## config.mk

```make
export PLATFORM = sky130hd
export DESIGN_NAME = idma_axi_write_flat
export DESIGN_NICKNAME = d
export VERILOG_FILES = /design/src/rtl/idma_axi_write_pkg.sv /design/src/rtl/idma_axi_write_if.sv /design/src/rtl/idma_axi_write_delta_counter.sv /design/src/rtl/idma_axi_write.sv /design/src/flat_wrapper.sv
export SDC_FILE = /design/constraint.sdc
export NUM_CORES = 1
export LEC_CHECK = 0
export BUFFER_PORTS_ARGS = -buffer_cell sky130_fd_sc_hd__buf_2
export CELL_PAD_IN_SITES_DETAIL_PLACEMENT = 1
export CELL_PAD_IN_SITES_GLOBAL_PLACEMENT = 1
export CORE_AREA = 2 2 195 197
export CTS_BUF_LIST = sky130_fd_sc_hd__clkbuf_8
export DETAILED_ROUTE_END_ITERATION = 7
export DIE_AREA = 0 0 197 199
export PLACE_DENSITY = 0.56
export SLEW_MARGIN = 10
export SYNTH_ARGS = -nofsm -noshare
export SYNTH_HDL_FRONTEND = slang
export SYNTH_HIERARCHICAL = 1
export SYNTH_SLANG_ARGS = --single-unit
```

## constraint.sdc

```tcl
create_clock -name clk_i -period 2.55 [get_ports clk_i]
set_clock_uncertainty 0.05 [all_clocks]
set_input_delay 0.1275 -clock clk_i [delete_from_list [all_inputs] [get_ports clk_i]]
set_output_delay 0.1275 -clock clk_i [all_outputs]
set_load 0.02 [all_outputs]
```

## src/rtl/idma_axi_write_pkg.sv

```systemverilog
// Shared types and defaults for the iDMA AXI4 write task.
// Only the AXI fields this task forwards are modelled in the channel structs.
package idma_axi_write_pkg;

    localparam int unsigned DefaultStrbWidth      = 16;
    localparam int unsigned DefaultMaxOutstanding = 8;
    localparam int unsigned AddrWidth             = 32;
    localparam int unsigned IdWidth               = 4;
    localparam int unsigned UserWidth             = 2;

    typedef logic [7:0] byte_t;

    typedef enum logic [1:0] {
        RESP_OKAY   = 2'd0,
        RESP_EXOKAY = 2'd1,
        RESP_SLVERR = 2'd2,
        RESP_DECERR = 2'd3
    } axi_resp_e;

    typedef struct packed {
        logic [IdWidth-1:0]   id;
        logic [AddrWidth-1:0] addr;
        logic [7:0]           len;
        logic [2:0]           size;
        logic [1:0]           burst;
    } axi_aw_chan_t;

    typedef struct packed {
        axi_aw_chan_t aw_chan;
    } axi_aw_meta_t;

    // AW meta request as handed over by the burst splitter.
    typedef struct packed {
        axi_aw_meta_t axi;
    } aw_chan_t;

    // offset/tailer are byte positions within a beat; only values below StrbWidth are meaningful.
    typedef struct packed {
        logic [7:0] offset;
        logic [7:0] tailer;
        logic [7:0] num_beats;
        logic       is_single;
    } w_dp_req_t;

    typedef struct packed {
        axi_resp_e            resp;
        logic [UserWidth-1:0] user;
    } w_dp_rsp_t;

endpackage

```

## src/rtl/idma_axi_write_if.sv

```systemverilog
// AXI4 write manager port of the iDMA write task (AW, W, B plus the tied-off read request).
interface idma_axi_write_if
    import idma_axi_write_pkg::*;
#(
    parameter int unsigned StrbWidth = DefaultStrbWidth
) ();

    axi_aw_chan_t              aw;
    logic                      aw_valid;
    logic                      aw_ready;

    logic [StrbWidth-1:0][7:0] w_data;
    logic [StrbWidth-1:0]      w_strb;
    logic                      w_last;
    logic                      w_valid;
    logic                      w_ready;

    axi_resp_e                 b_resp;
    logic [UserWidth-1:0]      b_user;
    logic                      b_valid;
    logic                      b_ready;

    axi_aw_chan_t              ar;
    logic                      ar_valid;
    logic                      r_ready;

    modport master (
        output aw, aw_valid, w_data, w_strb, w_last, w_valid, b_ready, ar, ar_valid, r_ready,
        input  aw_ready, w_ready, b_resp, b_user, b_valid
    );

    modport slave (
        input  aw, aw_valid, w_data, w_strb, w_last, w_valid, b_ready, ar, ar_valid, r_ready,
        output aw_ready, w_ready, b_resp, b_user, b_valid
    );

endinterface

```

## src/rtl/idma_axi_write_delta_counter.sv

```systemverilog
// Up/down counter by one tracking AW bursts awaiting their B response.
// A decrement at zero is ignored so the count can never wrap.
module idma_axi_write_delta_counter #(
    parameter int unsigned Width = 4
) (
    input  logic             clk_i,
    input  logic             rst_ni,
    input  logic             clear_i,
    input  logic             en_i,
    input  logic             down_i,
    output logic [Width-1:0] q_o
);

    logic [Width-1:0] cnt_q, cnt_d;

    // Next count: clear wins, otherwise step by one in the requested direction.
    always_comb begin
        cnt_d = cnt_q;
        if (clear_i) begin
            cnt_d = '0;
        end else if (en_i) begin
            if (!down_i) begin
                cnt_d = cnt_q + Width'(1);
            end else if (cnt_q != '0) begin
                cnt_d = cnt_q - Width'(1);
            end else begin
                cnt_d = cnt_q;
            end
        end else begin
            cnt_d = cnt_q;
        end
    end

    // Count register.
    always_ff @(posedge clk_i or negedge rst_ni) begin
        if (!rst_ni) begin
            cnt_q <= '0;
        end else begin
            cnt_q <= cnt_d;
        end
    end

    assign q_o = cnt_q;

endmodule

```

## src/rtl/idma_axi_write.sv

```systemverilog
// AXI4 write task of the iDMA transport layer: AW forwarding, W beat/strobe generation, B return.
// Build option IDMA_AXI_WRITE_MASK_INVALID_DATA_EN zeroes W data bytes whose strobe is clear.
module idma_axi_write
    import idma_axi_write_pkg::*;
#(
    parameter int unsigned StrbWidth      = DefaultStrbWidth,
    parameter int unsigned MaxOutstanding = DefaultMaxOutstanding
) (
    input  logic                      clk_i,
    input  logic                      rst_ni,
    input  w_dp_req_t                 w_dp_req_i,
    input  logic                      w_dp_valid_i,
    output logic                      w_dp_ready_o,
    output w_dp_rsp_t                 w_dp_rsp_o,
    output logic                      w_dp_valid_o,
    input  logic                      w_dp_ready_i,
    input  aw_chan_t                  aw_req_i,
    input  logic                      aw_valid_i,
    output logic                      aw_ready_o,
    idma_axi_write_if.master          axi,
    input  logic [StrbWidth-1:0][7:0] buffer_out_i,
    input  logic [StrbWidth-1:0]      buffer_out_valid_i,
    output logic [StrbWidth-1:0]      buffer_out_ready_o,
    output logic                      w_chan_valid_o,
    output logic                      w_chan_ready_o
);

    localparam int unsigned          CntWidth = $clog2(MaxOutstanding + 1);
    localparam logic [StrbWidth-1:0] StrbOnes = {StrbWidth{1'b1}};

    logic [CntWidth-1:0]       out_cnt_s;
    logic                      out_full_s;
    logic                      aw_hs_s;
    logic                      b_hs_s;
    logic [7:0]                beat_q, beat_d;
    logic                      first_s;
    logic                      last_s;
    logic [8:0]                tail_shift_s;
    logic [StrbWidth-1:0]      mask_s;
    logic                      w_valid_s;
    logic                      w_hs_s;
    logic [StrbWidth-1:0][7:0] w_data_s;

    // AW path: blocked purely on the registered count, so a B in the same cycle cannot re-open it.
    assign out_full_s   = (out_cnt_s == CntWidth'(MaxOutstanding));
    assign axi.aw       = aw_req_i.axi.aw_chan;
    assign axi.aw_valid = aw_valid_i & ~out_full_s;
    assign aw_ready_o   = axi.aw_ready & ~out_full_s;
    assign aw_hs_s      = aw_valid_i & aw_ready_o;
    assign b_hs_s       = axi.b_valid & w_dp_ready_i;

    idma_axi_write_delta_counter #(
        .Width (CntWidth)
    ) i_out_cnt (
        .clk_i   (clk_i),
        .rst_ni  (rst_ni),
        .clear_i (1'b0),
        .en_i    (aw_hs_s ^ b_hs_s),
        .down_i  (b_hs_s),
        .q_o     (out_cnt_s)
    );

    assign first_s      = (beat_q == 8'd0);
    assign last_s       = w_dp_req_i.is_single | (beat_q == w_dp_req_i.num_beats);
    assign tail_shift_s = 9'(StrbWidth) - {1'b0, w_dp_req_i.tailer};

    // Strobe mask: trim leading bytes on the first beat, trailing bytes on a partial last beat.
    always_comb begin
        mask_s = StrbOnes;
        if (first_s) begin
            mask_s = mask_s & (StrbOnes << w_dp_req_i.offset);
        end else begin
            mask_s = mask_s;
        end
        if (last_s && (w_dp_req_i.tailer != 8'd0)) begin
            mask_s = mask_s & (StrbOnes >> tail_shift_s);
        end else begin
            mask_s = mask_s;
        end
    end

    // A beat is offered only once every strobed byte is present, so pops are all-or-nothing.
    assign w_valid_s = w_dp_valid_i & (&(buffer_out_valid_i | ~mask_s));
    assign w_hs_s    = w_valid_s & axi.w_ready;

`ifdef IDMA_AXI_WRITE_MASK_INVALID_DATA_EN
    // Zero the bytes that are not strobed.
    always_comb begin
        w_data_s = buffer_out_i;
        for (int unsigned b = 0; b < StrbWidth; b++) begin
            if (mask_s[b]) begin
                w_data_s[b] = buffer_out_i[b];
            end else begin
                w_data_s[b] = 8'h00;
            end
        end
    end
`else
    assign w_data_s = buffer_out_i;
`endif

    assign axi.w_data         = w_data_s;
    assign axi.w_strb         = mask_s;
    assign axi.w_last         = last_s;
    assign axi.w_valid        = w_valid_s;
    assign buffer_out_ready_o = w_hs_s ? mask_s : {StrbWidth{1'b0}};
    assign w_dp_ready_o       = w_hs_s & last_s;
    assign w_chan_valid_o     = w_valid_s;
    assign w_chan_ready_o     = axi.w_ready;

    assign w_dp_valid_o    = axi.b_valid;
    assign w_dp_rsp_o.resp = axi.b_resp;
    assign w_dp_rsp_o.user = axi.b_user;
    assign axi.b_ready     = w_dp_ready_i;

    assign axi.ar       = '0;
    assign axi.ar_valid = 1'b0;
    assign axi.r_ready  = 1'b0;

    // Beat position within the current burst; wraps to zero after the last beat.
    always_comb begin
        beat_d = beat_q;
        if (w_hs_s) begin
            if (last_s) begin
                beat_d = 8'd0;
            end else begin
                beat_d = beat_q + 8'd1;
            end
        end else begin
            beat_d = beat_q;
        end
    end

    // Beat register.
    always_ff @(posedge clk_i or negedge rst_ni) begin
        if (!rst_ni) begin
            beat_q <= 8'd0;
        end else begin
            beat_q <= beat_d;
        end
    end

endmodule

```

## src/flat_wrapper.sv

```systemverilog
// flat-port wrapper written by rule: the top's interface ports become plain ports
module idma_axi_write_flat import idma_axi_write_pkg::*;
#(
    parameter int unsigned StrbWidth      = DefaultStrbWidth,
    parameter int unsigned MaxOutstanding = DefaultMaxOutstanding
)
  (clk_i, rst_ni, w_dp_req_i, w_dp_valid_i, w_dp_ready_o, w_dp_rsp_o, w_dp_valid_o, w_dp_ready_i, aw_req_i, aw_valid_i, aw_ready_o, buffer_out_i, buffer_out_valid_i, buffer_out_ready_o, w_chan_valid_o, w_chan_ready_o, axi_aw, axi_aw_valid, axi_w_data, axi_w_strb, axi_w_last, axi_w_valid, axi_b_ready, axi_ar, axi_ar_valid, axi_r_ready, axi_aw_ready, axi_w_ready, axi_b_resp, axi_b_user, axi_b_valid);
  idma_axi_write_if #(.StrbWidth(StrbWidth)) axi_i ();
  input  logic clk_i;
  input  logic rst_ni;
  input  w_dp_req_t w_dp_req_i;
  input  logic w_dp_valid_i;
  output logic w_dp_ready_o;
  output w_dp_rsp_t w_dp_rsp_o;
  output logic w_dp_valid_o;
  input  logic w_dp_ready_i;
  input  aw_chan_t aw_req_i;
  input  logic aw_valid_i;
  output logic aw_ready_o;
  input  logic [StrbWidth-1:0][7:0] buffer_out_i;
  input  logic [StrbWidth-1:0] buffer_out_valid_i;
  output logic [StrbWidth-1:0] buffer_out_ready_o;
  output logic w_chan_valid_o;
  output logic w_chan_ready_o;
  output wire logic [$bits(axi_i.aw)-1:0] axi_aw;
  output wire logic [$bits(axi_i.aw_valid)-1:0] axi_aw_valid;
  output wire logic [$bits(axi_i.w_data)-1:0] axi_w_data;
  output wire logic [$bits(axi_i.w_strb)-1:0] axi_w_strb;
  output wire logic [$bits(axi_i.w_last)-1:0] axi_w_last;
  output wire logic [$bits(axi_i.w_valid)-1:0] axi_w_valid;
  output wire logic [$bits(axi_i.b_ready)-1:0] axi_b_ready;
  output wire logic [$bits(axi_i.ar)-1:0] axi_ar;
  output wire logic [$bits(axi_i.ar_valid)-1:0] axi_ar_valid;
  output wire logic [$bits(axi_i.r_ready)-1:0] axi_r_ready;
  input wire logic [$bits(axi_i.aw_ready)-1:0] axi_aw_ready;
  input wire logic [$bits(axi_i.w_ready)-1:0] axi_w_ready;
  input wire logic [$bits(axi_i.b_resp)-1:0] axi_b_resp;
  input wire logic [$bits(axi_i.b_user)-1:0] axi_b_user;
  input wire logic [$bits(axi_i.b_valid)-1:0] axi_b_valid;
  assign axi_aw = axi_i.aw;
  assign axi_aw_valid = axi_i.aw_valid;
  assign axi_w_data = axi_i.w_data;
  assign axi_w_strb = axi_i.w_strb;
  assign axi_w_last = axi_i.w_last;
  assign axi_w_valid = axi_i.w_valid;
  assign axi_b_ready = axi_i.b_ready;
  assign axi_ar = axi_i.ar;
  assign axi_ar_valid = axi_i.ar_valid;
  assign axi_r_ready = axi_i.r_ready;
  assign axi_i.aw_ready = axi_aw_ready;
  assign axi_i.w_ready = axi_w_ready;
  assign axi_i.b_resp = axi_b_resp;
  assign axi_i.b_user = axi_b_user;
  assign axi_i.b_valid = axi_b_valid;
  idma_axi_write #(.StrbWidth(StrbWidth), .MaxOutstanding(MaxOutstanding)) u_core (.clk_i(clk_i), .rst_ni(rst_ni), .w_dp_req_i(w_dp_req_i), .w_dp_valid_i(w_dp_valid_i), .w_dp_ready_o(w_dp_ready_o), .w_dp_rsp_o(w_dp_rsp_o), .w_dp_valid_o(w_dp_valid_o), .w_dp_ready_i(w_dp_ready_i), .aw_req_i(aw_req_i), .aw_valid_i(aw_valid_i), .aw_ready_o(aw_ready_o), .axi(axi_i), .buffer_out_i(buffer_out_i), .buffer_out_valid_i(buffer_out_valid_i), .buffer_out_ready_o(buffer_out_ready_o), .w_chan_valid_o(w_chan_valid_o), .w_chan_ready_o(w_chan_ready_o));
endmodule
```

==> flow_metrics.py, run 1 <==
metrics = {
    "cts": {
        "cts-root-buf": "clkbuf_8",
        "path_clk_slew_ns": 0.06,
        "cts_tree": "done",
        "h-tree-depth": 1,
        "cts.sinks": 12,
        "cts_buffer_depth": 2,
        "cts_buffers": 3,
        "clk_latency_ns": 0.24,
    },
    "worst_setup_path": {
        "slowest_stage": "dfrtp_2",
        "required_ns": 2.37,
        "cp-end-kind": "output port",
        "path_class": "register to output port",
        "crit_start": "u_core/beat_q[6]",
        "cpLargestDelayFamily": "compound AO/OA/AOI/OAI gates",
        "startpoint_type": "register",
        "slowest_delay_ns": 0.44,
        "arrival_ns": 3.11,
        "rr_startpoint": "u_core/beat_q[6]",
        "worst-path-buf-inv": 4,
        "worstPathCellList": "buf_4 -> nor4b_4 -> o211ai_1 -> a31oi_2 -> a22o_1 -> o32ai_1 -> buf_4 -> a221oi_4 -> buf_6 -> nand4_4 -> nor3_4 -> buf_6",
        "cp_max_fo": 4,
    },
    "pwr": {
        "powerDensity_mw_per_mm2": 240,
        "power_leakage_uw": 0.00206,
        "peakVddDrop_mv": 0.170,
        "total_power_uw": 1160,
    },
    "synthesis": {
        "ys_seq_area_share_pct": 7.73,
        "postSynthCellCount": 517,
        "syn_area_sq_mm": 0.00388,
        "synth-edff-count": 0,
        "synth.avg_cell_area_sq_um": 7.51,
        "synth.distinct_cells": 74,
        "ys_seq_elements": 12,
        "synthArstFlopShare_pct": 100,
        "ys_warn_count": 6,
        "synth-main-ff-cell": "dfrtp_1",
    },
    "finish": {
        "layoutNonFillerInstCount": 1001,
        "drive_gt1_share_pct": 51.9,
        "final_nets": 763,
        "final_area_sq_mm": 0.00481,
        "syn_to_final_growth_pct": 24.0,
        "mostFrequentLayoutCells": "93 x buf_4, 65 x buf_2, 57 x conb_1",
        "final_common_cell": "buf_4",
    },
    "worst_hold_path": {
        "hp-start": "aw_req_i[4]",
        "hp-class": "primary input to output port",
    },
    "drt": {
        "drt_wl_total_um": 18300,
        "drtIter0Drc": 148,
        "drtAntennaViolNets": 0,
        "drc_errors": 0,
        "post_drt_wl_per_cell_um": 18.3,
        "viasPerCell": 3.42,
        "drt_pass1_iterations": 4,
        "dr_total_vias": 3424,
    },
    "timing": {
        "timing.hold.ws_ns": 0.205,
        "drv_slew": 0,
        "finalSetupViolCount": 29,
        "final.setup.worst_slack_ns": -0.734,
        "hold_viol": 0,
        "worst_slew_pin_slew_ns": 0.610,
        "max_slew_margin_pct": 58.3,
        "rsz0062_at_grt": "yes",
        "min_period_over_period_pct": 129,
        "period_needed_ns": 3.28,
        "fmax_ghz": 0.305,
    },
    "run_status": {
        "outcome": "complete, but fails checks",
        "violations": "negative setup slack",
    },
    "die": {
        "ios": 503,
        "start_util_pct": 10.5,
        "core-area_sq_mm": 0.0371,
        "fp.dieH_um": 199,
        "die_area_sq_mm": 0.0392,
        "dieWidth_um": 197,
        "rows": 71,
    },
    "global_routing": {
        "track_usage_pct": 8.72,
        "grt_pass1_wl_um": 24600,
        "antenna_found_initial": 3,
        "grt_overflow": 0,
        "grt_start_max_net_pins": 13,
        "grt_pass1_vias": 3436,
    },
    "placement": {
        "dp_slack_ns": -0.630,
        "globalplace.congestion": 0.848,
        "place_hpwl_um": 15400,
        "place_area_sq_mm": 0.00411,
        "port_buffers": 89,
        "dp_cells": 976,
    },
    "flow_run": {
        "maxCapViolations": 0,
    },
}
Yosys cell counts, types with 4 or more instances:
cell       count  area share (%)
a21boi_0       4            0.77
a21oi_1       16             2.1
a31oi_1        8             1.3
and3_1        11             1.8
buf_2          6            0.77
buf_4        240              46
clkbuf_1       7            0.68
dfrtp_1       12             7.7
ha_1           5             1.6
inv_1         17             1.6
mux2i_1        4             1.0
nand2_1       15             1.4
nand2b_1       6            0.97
nand3_1       14             1.8
nand3b_1       4            0.77
nand4_1        7             1.1
nor2_1        21             2.0
nor2b_1        5            0.81
nor3_1         9             1.2
o21ai_0        6            0.77
o2bb2ai_1      5             1.1
or3_1          7             1.1
xor2_1         9             2.0
registers in the layout, indices dropped and copies added, names as in the netlist:
name and flops:
u_core/beat_q 8, u_core/i_out_cnt/q_o 4
area by class of cell:
class	instances	area, sq um
fill	4466	32300
multi-input combinational	288	2220
timing repair buffer	204	1560
tap	474	593
sequential	12	303
inverter	18	75.1
clock buffer	4	55.1
antenna	1	2.50
path summary, 6_finish.rpt:
| kind | cells past startpoint | slack (ns) | endpoint |
|---|---|---|---|
| worst min-delay path | 0 | 0.21 | axi_aw[4] |
| worst max-delay path | 12 | -0.73 | buffer_out_ready_o[3] |
| max in group asynchronous | 2 | 1.93 | u_core/beat_q[6] |
| worst max register to register | 13 | -0.61 | u_core/beat_q[0] |
| worst min register to register | 2 | 0.53 | u_core/i_out_cnt/q_o[2] |
| min in group asynchronous | 2 | 0.26 | u_core/i_out_cnt/q_o[2] |
report_power, final:
group / internal (uW) / leakage [uW] / switching (uW)
combinational: 299 / 0.00188 / 424
sequential: 200 / 0.000158 / 12.6
clock: 137 / 0.0000288 / 83.8
through the flow:
stage	utilization, %	TNS, ns
finish	13.0	-16.66
global route	13.0	-22.24
CTS	12.2	-19.86
detailed placement	11.1	-14.11
global placement	11.1	-11.58
floorplan	-	-5.70
logic make-up after synthesis:
| family | count (synthesis) | share of synthesized area (%) |
|---|---|---|
| buffers and inverters | 273 | 50.2 |
| and+or+nand+nor | 121 | 18.1 |
| AOI/OAI and AO/OA | 87 | 17.7 |
| xor gates and xnor gates | 12 | 2.71 |
| DFF | 12 | 7.73 |
| adders and majority gates | 6 | 2.13 |
| muxes | 5 | 1.32 |
| other | 1 | 0.0966 |
routing by layer:
layer / global-route usage (%) / wire length (um)
met1: 9.59 / 6750
met2: 13.7 / 8240
met3: 4.29 / 2210
met4: 4.87 / 1080
met5: 0 / 26
timing repair:
action,in CTS,in global routing
cloned,1,0
buffers inserted,9,17
hold buffers,1,0
setup endpoints to repair,32,37
endpoints found under the hold margin,12,0
resized for setup,67,48
pin swaps,13,17
(Power assumes the default switching activity.)
==> run 2, diff against run 1 <==
Settings changed: BUFFER_PORTS_ARGS -buffer_cell sky130_fd_sc_hd__buf_2 to not set, CORE_AREA 2 2 195 197 to 2 2 196 198, DIE_AREA 0 0 197 199 to 0 0 198 200, DONT_BUFFER_PORTS set to 1, PLACE_DENSITY 0.56 to 0.35, SKIP_LAST_GASP set to 1.
Clock period 2.55 ns to 3.25 ns, I/O delays scaled along.
==> run 2 against run 1 <==
The run still ends with negative setup slack left. Die area grew 1.0%. Register-to-register slack improved by 0.82 ns. Combinational power decreased by 44%. Power down 36%. Sequential power down 21%. Largest cell class unchanged. Highest routed layer unchanged.
==> flow_metrics.py, run 2 (synthesis results as in run 1) <==
metrics = {
    "drt": {
        "post_drt_wl_per_cell_um": 17.0,
        "dr_total_vias": 2833,
        "drc_errors": 0,
        "drtAntennaViolNets": 0,
        "drt_pass1_iterations": 4,
        "drtIter0Drc": 149,
        "viasPerCell": 3.09,
        "drt_wl_total_um": 15600,
    },
    "global_routing": {
        "grt_start_max_net_pins": 17,
        "track_usage_pct": 7.39,
        "grt_pass1_vias": 2817,
        "antenna_found_initial": 2,
        "grt_pass1_wl_um": 20700,
        "grt_overflow": 0,
    },
    "worst_setup_path": {
        "rr_worst_depth": 13,
        "path_class": "register to output port",
        "arrival_ns": 3.08,
        "startpoint_type": "register",
        "cp-end-kind": "output port",
        "cp_max_fo": 7,
        "rrSetupSlack_ns": 0.21,
        "timing.rr.end": "u_core/beat_q[4]",
        "required_ns": 3.04,
        "rr_startpoint": "u_core/beat_q[6]",
        "crit_start": "u_core/beat_q[6]",
    },
    "worst_hold_path": {
        "worstHoldEndpoint": "u_core/beat_q[3]",
        "hp-start": "axi_w_ready",
        "hp-class": "primary input to register",
        "worstHoldPathCells": 3,
    },
    "pwr": {
        "p_seq_share_pct": 22.5,
        "p_comb_share_pct": 54.7,
        "peakVddDrop_mv": 0.0855,
        "power.net_switching_uw": 338,
        "p_sw_share_pct": 45.4,
        "powerDensity_mw_per_mm2": 194,
        "power_leakage_uw": 0.00146,
        "p_int_uw": 406,
        "clkPwrFrac_pct": 22.7,
    },
    "die": {
        "start_util_pct": 10.4,
        "fp.dieH_um": 200,
        "ios": 503,
        "dieWidth_um": 198,
        "core-area_sq_mm": 0.0374,
        "rows": 71,
        "die_area_sq_mm": 0.0396,
    },
    "finish": {
        "multi_input_area_sq_mm": 0.00205,
        "fillCellCount": 4477,
        "final_common_cell": "buf_4",
        "mostFrequentLayoutCells": "59 x buf_4, 57 x conb_1, 21 x buf_6",
        "drive_gt1_share_pct": 34.6,
        "ff_latch_area_sq_um": 303,
        "final_nets": 642,
        "n_antenna_cell": 0,
        "regMostFlops": "u_core/beat_q",
        "syn_to_final_growth_pct": -1.03,
        "largest_reg_flops": 8,
        "layoutNonFillerInstCount": 916,
    },
    "cts": {
        "cts.sinks": 12,
        "path_clk_slew_ns": 0.06,
        "cts-root-buf": "clkbuf_8",
        "cts_tree": "done",
        "cts_buffer_depth": 2,
        "h-tree-depth": 1,
        "cts_buffers": 3,
        "clk_latency_ns": 0.24,
    },
    "timing": {
        "rsz0062_at_grt": "yes",
        "min_period_over_period_pct": 101,
        "fin_tns_setup_ns": -0.221,
        "drv_slew": 0,
        "fmax_ghz": 0.304,
        "final.setup.worst_slack_ns": -0.0445,
        "worst_slew_pin_slew_ns": 0.701,
        "period_needed_ns": 3.29,
        "hold_viol": 0,
        "timing.hold.ws_ns": 0.189,
        "max_slew_margin_pct": 52.6,
        "finalSetupViolCount": 7,
    },
    "placement": {
        "globalplace.congestion": 0.787,
        "port_buffers": 0,
        "dp_cells": 895,
        "place_hpwl_um": 13400,
    },
    "run_status": {
        "outcome": "complete, but fails checks",
        "violations": "negative setup slack",
    },
    "flow_run": {
        "maxCapViolations": 0,
    },
}
==> run 2: cell count changes in the layout (fill, tap and decap cells not counted), sizes merged <==
cell / delta
diode: -1
buf: -121
inv: -1
clkinv: +1
==> run 2: final cells by class <==
cell class / instances / area share (%)
multi-input combinational: 288 / 53.5
timing repair buffer: 83 / 18.7
tap: 511 / 16.6
sequential: 12 / 7.88
inverter: 18 / 1.89
clock buffer: 4 / 1.43
==> run 2: metal layers <==
layer	track usage, %	routed length [um]
met1	8.26	6020
met2	11.6	7140
met3	4.52	2040
met4	2.48	385
met5	0	30
==> run 2: metrics by stage <==
| step | power [uW] | util, % | cell area (sq um) | setup WS (ns) |
|---|---|---|---|---|
| finish | 744 | 10.3 | 3840 | -0.0445 |
| global route | 799 | 10.3 | 3840 | -0.179 |
| CTS | 748 | 9.88 | 3690 | -0.0928 |
| detailed placement | 536 | 8.95 | 3350 | -0.0454 |
| global placement | 539 | 8.95 | 3350 | -0.0124 |
| floorplan | 801 | - | 4090 | 0.0977 |
==> run 2: worst max-delay path by stage <==
stage	endpoint	slack [ns]	depth (start not counted)
floorplan	buffer_out_ready_o[0]	0.1	13
global placement	buffer_out_ready_o[6]	-0.01	10
detailed placement	buffer_out_ready_o[6]	-0.05	10
CTS	buffer_out_ready_o[4]	-0.09	13
global route	buffer_out_ready_o[4]	-0.18	13
finish	buffer_out_ready_o[4]	-0.04	13
==> run 2: power groups by stage <==
stage	registers, uW	logic (uW)	clock network [uW]
3_3_place_gp	171	368	0
6_report	168	407	169
3_5_place_dp	170	366	0
4_1_cts	168	404	177
5_1_grt	169	442	188
2_1_floorplan	167	634	0
==> run 2: timing repair <==
item,4_1_cts,5_1_grt
gates resized for setup,50,27
hold buffers,1,0
setup buffers,12,4
hold endpoints to repair,12,0
pin swaps,9,16
setup endpoints to repair,19,19
==> run 2: critical path: stages (launching register included) <==
cell and delay, ns:
dfrtp_2 0.45, xor2_2 0.17, nor4_4 0.33, a41oi_4 0.24, buf_6 0.20, buf_6 0.12, nor2_4 0.11, a21oi_4 0.08
a2111oi_4 0.38, buf_4 0.19, nand4_4 0.16, buf_8 0.21, nor2_4 0.08, buf_6 0.12
